### src/rtl/gpio_ctrl_apb_initiator.sv
// APB4 initiator for the GPIO controller slave port: one command in, one APB transfer,
// one response out. Adds an ACCESS-phase timeout and local rejection of unaligned addresses.
module gpio_ctrl_apb_initiator #(
   parameter int unsigned ADDR_W         = 10,
   parameter int unsigned TIMEOUT_CYCLES = 16
) (
   input  logic              clk,
   input  logic              rst,
   input  logic              cmd_valid,
   output logic              cmd_ready,
   input  logic              cmd_write,
   input  logic [ADDR_W-1:0] cmd_addr,
   input  logic [31:0]       cmd_wdata,
   input  logic [3:0]        cmd_strb,
   output logic              rsp_valid,
   input  logic              rsp_ready,
   output logic [31:0]       rsp_rdata,
   output logic              rsp_err,
   output logic              rsp_timeout,
   output logic [ADDR_W-1:0] paddr,
   output logic              pwrite,
   output logic              psel,
   output logic              penable,
   output logic [3:0]        pstrb,
   output logic [31:0]       pwdata,
   input  logic [31:0]       prdata,
   input  logic              pready,
   input  logic              pslverr
);

   localparam int unsigned CNT_W = (TIMEOUT_CYCLES == 0) ? 1 : $clog2(TIMEOUT_CYCLES + 1);

   typedef enum logic [1:0] {IDLE, SETUP, ACCESS, RESP} state_t;

   state_t           state;
   logic [CNT_W-1:0] cnt;
   logic             timeout_hit_c;

   // Abort at the end of the ACCESS cycle in which the wait count would reach the limit.
   assign timeout_hit_c = (TIMEOUT_CYCLES != 0) && (cnt == CNT_W'(TIMEOUT_CYCLES - 1));

   always_ff @(posedge clk or posedge rst) begin
      if (rst) begin
         state       <= IDLE;
         cnt         <= '0;
         cmd_ready   <= 1'b1;
         rsp_valid   <= 1'b0;
         rsp_rdata   <= '0;
         rsp_err     <= 1'b0;
         rsp_timeout <= 1'b0;
         paddr       <= '0;
         pwrite      <= 1'b0;
         psel        <= 1'b0;
         penable     <= 1'b0;
         pstrb       <= '0;
         pwdata      <= '0;
      end else begin
         case (state)
            IDLE: begin
               if (cmd_valid) begin
                  cmd_ready <= 1'b0;
                  if (cmd_addr[1:0] != 2'b00) begin
                     state       <= RESP;
                     rsp_valid   <= 1'b1;
                     rsp_err     <= 1'b1;
                     rsp_timeout <= 1'b0;
                     rsp_rdata   <= '0;
                  end else begin
                     state   <= SETUP;
                     cnt     <= '0;
                     psel    <= 1'b1;
                     penable <= 1'b0;
                     paddr   <= cmd_addr;
                     pwrite  <= cmd_write;
                     pwdata  <= cmd_wdata;
                     pstrb   <= cmd_write ? cmd_strb : 4'h0;
                  end
               end
            end
            SETUP: begin
               penable <= 1'b1;
               state   <= ACCESS;
            end
            ACCESS: begin
               if (pready) begin
                  psel        <= 1'b0;
                  penable     <= 1'b0;
                  rsp_valid   <= 1'b1;
                  rsp_err     <= pslverr;
                  rsp_timeout <= 1'b0;
                  rsp_rdata   <= (!pwrite && !pslverr) ? prdata : 32'h0;
                  state       <= RESP;
               end else if (timeout_hit_c) begin
                  psel        <= 1'b0;
                  penable     <= 1'b0;
                  rsp_valid   <= 1'b1;
                  rsp_err     <= 1'b1;
                  rsp_timeout <= 1'b1;
                  rsp_rdata   <= '0;
                  state       <= RESP;
               end else if (TIMEOUT_CYCLES != 0) begin
                  cnt <= cnt + CNT_W'(1);
               end
            end
            RESP: begin
               if (rsp_ready) begin
                  rsp_valid <= 1'b0;
                  cmd_ready <= 1'b1;
                  state     <= IDLE;
               end
            end
            default: state <= IDLE;
         endcase
      end
   end

endmodule

### config.mk
export PLATFORM = sky130hd
export DESIGN_NAME = gpio_ctrl_apb_initiator
export DESIGN_NICKNAME = d
export VERILOG_FILES = /design/src/rtl/gpio_ctrl_apb_initiator.sv
export SDC_FILE = /design/constraint.sdc
export NUM_CORES = 1
export LEC_CHECK = 0
export BUFFER_PORTS_ARGS = -buffer_cell sky130_fd_sc_hd__buf_4
export CORE_UTILIZATION = 35
export DETAILED_ROUTE_END_ITERATION = 12
export HOLD_SLACK_MARGIN = 0.08
export PLACE_DENSITY_LB_ADDON = 0.2
export SLEW_MARGIN = 20
export SYNTH_ARGS = -nofsm -noshare
export SYNTH_HDL_FRONTEND = slang
export SYNTH_SLANG_ARGS = --single-unit
### constraint.sdc
create_clock -name clk -period 5.29 [get_ports clk]
set_input_delay 1.058 -clock clk [delete_from_list [all_inputs] [get_ports clk]]
set_output_delay 1.058 -clock clk [all_outputs]
set_load 0.01 [all_outputs]
; After elaboration in Yosys (flattened, before gate mapping)
; Index checks and enable logic that the tools add are counted.
; Widths: inputs -> output; s select.
[totals]
ff_bits = 92
output_inout_bits = 85
[classes]
n_addsub = 1
eq_ne = 11
mux = 41
bitwise_logic = 1
n_reduce_logical = 17
[ops]
columns = cell, n
row1 = $mux 32, 5
row2 = $pmux 32 s2, 1
row3 = $mux 5, 4
row4 = $mux 1, 17
row5 = $ne 2x2->1 const B, 6
row6 = $reduce_and 4->1, 3
row7 = $mux 2, 5
row8 = $pmux 5 s2, 1
row9 = $reduce_and 5->1, 2
row10 = $reduce_and 3->1, 3
row11 = $pmux 1 s2, 4
row12 = $pmux 2 s4, 1
row13 = $pmux 1 s3, 2
row14 = $reduce_bool 2->1, 3
row15 = $reduce_bool 3->1, 2
row16 = $add 5x1->5 const B, 1
row17 = $eq 5x4->1 const B, 1
row18 = $eq 2x2->1 const B, 2
row19 = $mux 4, 1
row20 = $ne 3x3->1 const B, 1
row21 = $eq 2x1->1 const B, 1
row22 = $logic_not 1->1, 2
row23 = $logic_not 2->1, 1
row24 = $logic_and 1x1->1, 1
row25 = $not 1->1, 1

; Depth between registers and ports, before layout
[depth]
ltp_word = 5
mapped_depth = 9
mapped_depth_nobuf = 7

; Least setup slack after synthesis
; OpenSTA, ideal clock, no wires.
[synth_timing]
path_kind = input -> register
startpoint = in cmd_addr[1]
endpoint = reg rsp_rdata[2]
arrival_time_ns = 1.861
path_slack_ns = 3.298
path_stages = 6
path_buffers = 2
cell_sequence = nor3b_2 nor4_4 buf_6 buf_6 nand3_1 o21ai_1
[synth_between]
elab_chain_cells = 3
[synth_lines]
columns = item, line_no
row1 = from (decl), 12  ; input logic [ADDR_W-1:0] cmd_addr,
row2 = $reduce_bool 2->1, 62  ; if (cmd_addr[1:0] != 2'b00) begin
row3 = $ne 2x2->1 (no line), -
row4 = $reduce_and 4->1 (no line), -
row5 = to (signal assigned), 91  ; rsp_rdata <= (!pwrite && !pslverr) ? prdata : 32'h0;
row6 = to (decl), 17  ; output logic [31:0] rsp_rdata,
; No other way between the ends.
; A chain may end at the register's enable or synchronous reset.

; Final worst setup path
[layout_timing]
startpoint = reg state[1]
endpoint = reg cnt[0]
[layout_between]
elab_chain_cells = 3
word_cells_on_any_way = 9
[layout_lines]
columns = item, line_no
row1 = from (decl), 35  ; state_t state;
row2 = from (signal assigned), 44  ; state <= IDLE;
row3 = from (signal assigned), 63  ; state <= RESP;
row4 = from (signal assigned), 69  ; state <= SETUP;
row5 = $eq 2x2->1 / $logic_not 2->1 (equally long branches), 58  ; case (state)
row6 = $ne 2x2->1 (no line) / $reduce_bool 2->1 (equally long branches), -
row7 = $reduce_and 5->1 (no line), -
row8 = to (signal assigned), 102  ; cnt <= cnt + CNT_W'(1);
row9 = to (decl), 36  ; logic [CNT_W-1:0] cnt;
; Parallel ways exist; a longest one is shown, timed or not.

==> impl_metrics.tcl <==
set metrics [dict create \
    status "completed" \
    tightest_slew_ps 1000 \
    worst_ep_arrival_time_ps 2850 \
    p_total_w 0.00275 \
    core_um2 10800 \
    firstDrtPassIters 8 \
    whs_path_depth 2 \
    numPortBuffers 169 \
    antenna_found_initial 0 \
    cts-htree-levels 3 \
    end_kind "register" \
    start_kind "register" \
    path_max_fanout 48 \
    syn2layout_area_growth_pct 40.4 \
    synthTopCellsByCount "nand2_1 (140), dfrtp_1 (91), inv_1 (39), nand3_1 (39), o21ai_1 (20)" \
    p_per_area_nw_per_um2 503 \
    netlist_area_um2 3900 \
    slew_viol_final 0 \
    synth_compound_area_share_pct 7.71 \
    rows 38 \
    synth-async-reset-ratio_pct 100 \
    post_cts_buffers 0 \
    grt_max_degree 69 \
    finalHoldViolCount 0 \
    die-height_um 108 \
    cts-hold-fix-buffers 0 \
    holdCritPathClass "register to register" \
    power_leakage_nw 2.85 \
    yosysSeqAreaShare_pct 59.1 \
    finalWirelength_um 9700 \
    skew_ps 10.0 \
    yosys-top-cells-area "dfrtp_1 (58%), nand2_1 (13%), nand3_1 (5.0%), inv_1 (3.8%), o21ai_1 (2.6%)" \
    synthMuxAreaShare_pct 0.289 \
    synthAdderAreaFrac_pct 2.25 \
    drc_errors 0 \
    synth_cell_types 41 \
    yosysMostFrequentCell "nand2_1" \
    num_antenna_cells 0 \
    synth_top_family_by_area "simple AND/OR/NAND/NOR gates" \
    rrSetupSlack_ps 2670 \
    hold_end "pstrb[2]" \
    yosysTopAreaCellShare_pct 58.4 \
    cts_root_buf "clkbuf_8" \
    route.antenna.remaining_nets 0 \
    synth_simple_gate_area_share_pct 23.7 \
    cts_sinks 92 \
    grt_pass1_vias 3150 \
    synthCells 418 \
    synth_top_area_cell "dfrtp_1" \
    ys.warnings.count 0 \
    fin_crit_ps 2620 \
    synthXorXnorAreaFrac_pct 0 \
    cts_resized 0 \
    grt_pass1_wl_um 15300 \
    ys_seq_elements 92 \
    maxSlewHeadroom_pct 33.3 \
    place_congestion 0.743 \
    max_freq_mhz 381 \
    rsz0062_at_grt "no" \
    r2r_cells 6 \
    boundaryPins 170 \
    cts-buffers-inserted 9 \
    wl_per_cell_um 13.4 \
    layout-drive-gt1-share_pct 34.1 \
    grtUsageTotal_pct 17.2 \
    report.final.setup_viol 0 \
    synth_ff_type "dfrtp_1" \
    fillers 1037 \
    dp_cells 708 \
    insertion_delay_ps 360 \
    syn_nets 510 \
    initial_core_util_pct 35.9 \
    tns_ps 0 \
    cts_tree "done" \
    via_per_inst 4.65 \
    drt_iter0_drc 190 \
    crit_type "register to register" \
    synth_edf_count 0 \
    dieArea_um2 11600 \
    required_ps 5510 \
    vias 3370 \
    clockBufferDepth 2 \
    die_width_um 108 \
    nets 671 \
    timing.rr.end "cnt[0]" \
    ir_worst_vdd_uv 301 \
    period_share_pct 49.6 \
    cap_violations 0 \
    grt.overflow.total 0 \
    syn_avg_cell_area_um2 9.32 \
    clk_pin_slew_worst_paths_ps 90 \
    min_from "pstrb[2]" \
    layout.cells.non_filler 724 \
    r2r-start "state[1]" \
    worstSetupStartpoint "state[1]" \
    dp_hpwl_um 6690 \
]
[power by group]
part / switching [W] / leakage (nW) / internal [W]
Clock: 0.000247 / 0.102 / 0.000243
Sequential: 0.000156 / 1.20 / 0.000963
Combinational: 0.000619 / 1.55 / 0.000525
[critical path: stages, from the launching register on]
cell and delay (ps):
dfrtp_1 420, inv_1 120, ha_1 380, and4bb_2 970, a21oi_1 250, a32oi_1 240, o21ai_0 110
[per-stage QoR]
step | hold slack (ps) | instance area [um2] | setup slack, ps | util (%)
floorplan | 487 | 3900 | 1840 | -
global placement | 455 | 5270 | 2450 | 48.6
detailed placement | 462 | 5270 | 2380 | 48.6
CTS | 482 | 5470 | 2660 | 50.5
global route | 504 | 5470 | 2450 | 50.5
finish | 478 | 5470 | 2670 | 50.5
[flip-flops by register name, summed over array words and instances, names as in the netlist, 2 cells and up]
register,cells
paddr,10
pwdata,32
pstrb,4
rsp_rdata,32
cnt,5
state,2
[per-layer routing]
layer | global-route usage, % | vias up | share of wire, %
li1 | - | 1668 | -
met1 | 22.2 | 1577 | 45
met2 | 26.5 | 109 | 47
met3 | 4.48 | 16 | 6.5
met4 | 8.61 | 0 | 2.2
met5 | 0 | - | 0
[placed cells by master (no fill, tap or decap), drive strengths merged]
cell        n
and4        1
o2bb2ai     1
nor4bb      1
dfrtp      91
inv        39
clkbuf     12
mux2        1
a211oi      1
nand4b      1
nand3b      1
o211ai      1
and2        2
a21oi       3
a22oi       1
nor2b       2
nor3b       2
nor3        1
a32oi       2
nor4        1
nand4bb     1
bufinv      1
clkinvlp    1
o41ai       1
a41oi       1
nand3      39
nand2     140
nand2b      2
and4b       1
buf       173
clkinv      2
a22o        1
and4bb      1
and3        1
or3b        1
dfstp       1
o21ai      37
o31ai       2
ha          7
a32o        1
nor2        6
[cell type report]
class	count	area [um2]	area share, %
clock inverter	4	47.5	0.869
clock buffer	12	155	2.84
inverter	39	149	2.72
tap	140	175	3.20
sequential	92	2300	42.1
multi-input combinational	264	1340	24.5
timing repair buffer	173	1300	23.7
[how the worst max path moves through the flow]
stage	to	slack, ps
after floorplan	cnt[0]	1840
after global placement	cnt[0]	2450
after detailed placement	cnt[0]	2380
after CTS	cnt[0]	2660
after global routing	cnt[0]	2450
final	cnt[0]	2670
[cell families after synthesis]
group           count (synthesis)
compound gates                 52
fa+ha+maj                       7
buf+inv                        62
flops                          92
mux                             1
simple gates                  204
(Power assumes the default switching activity.)
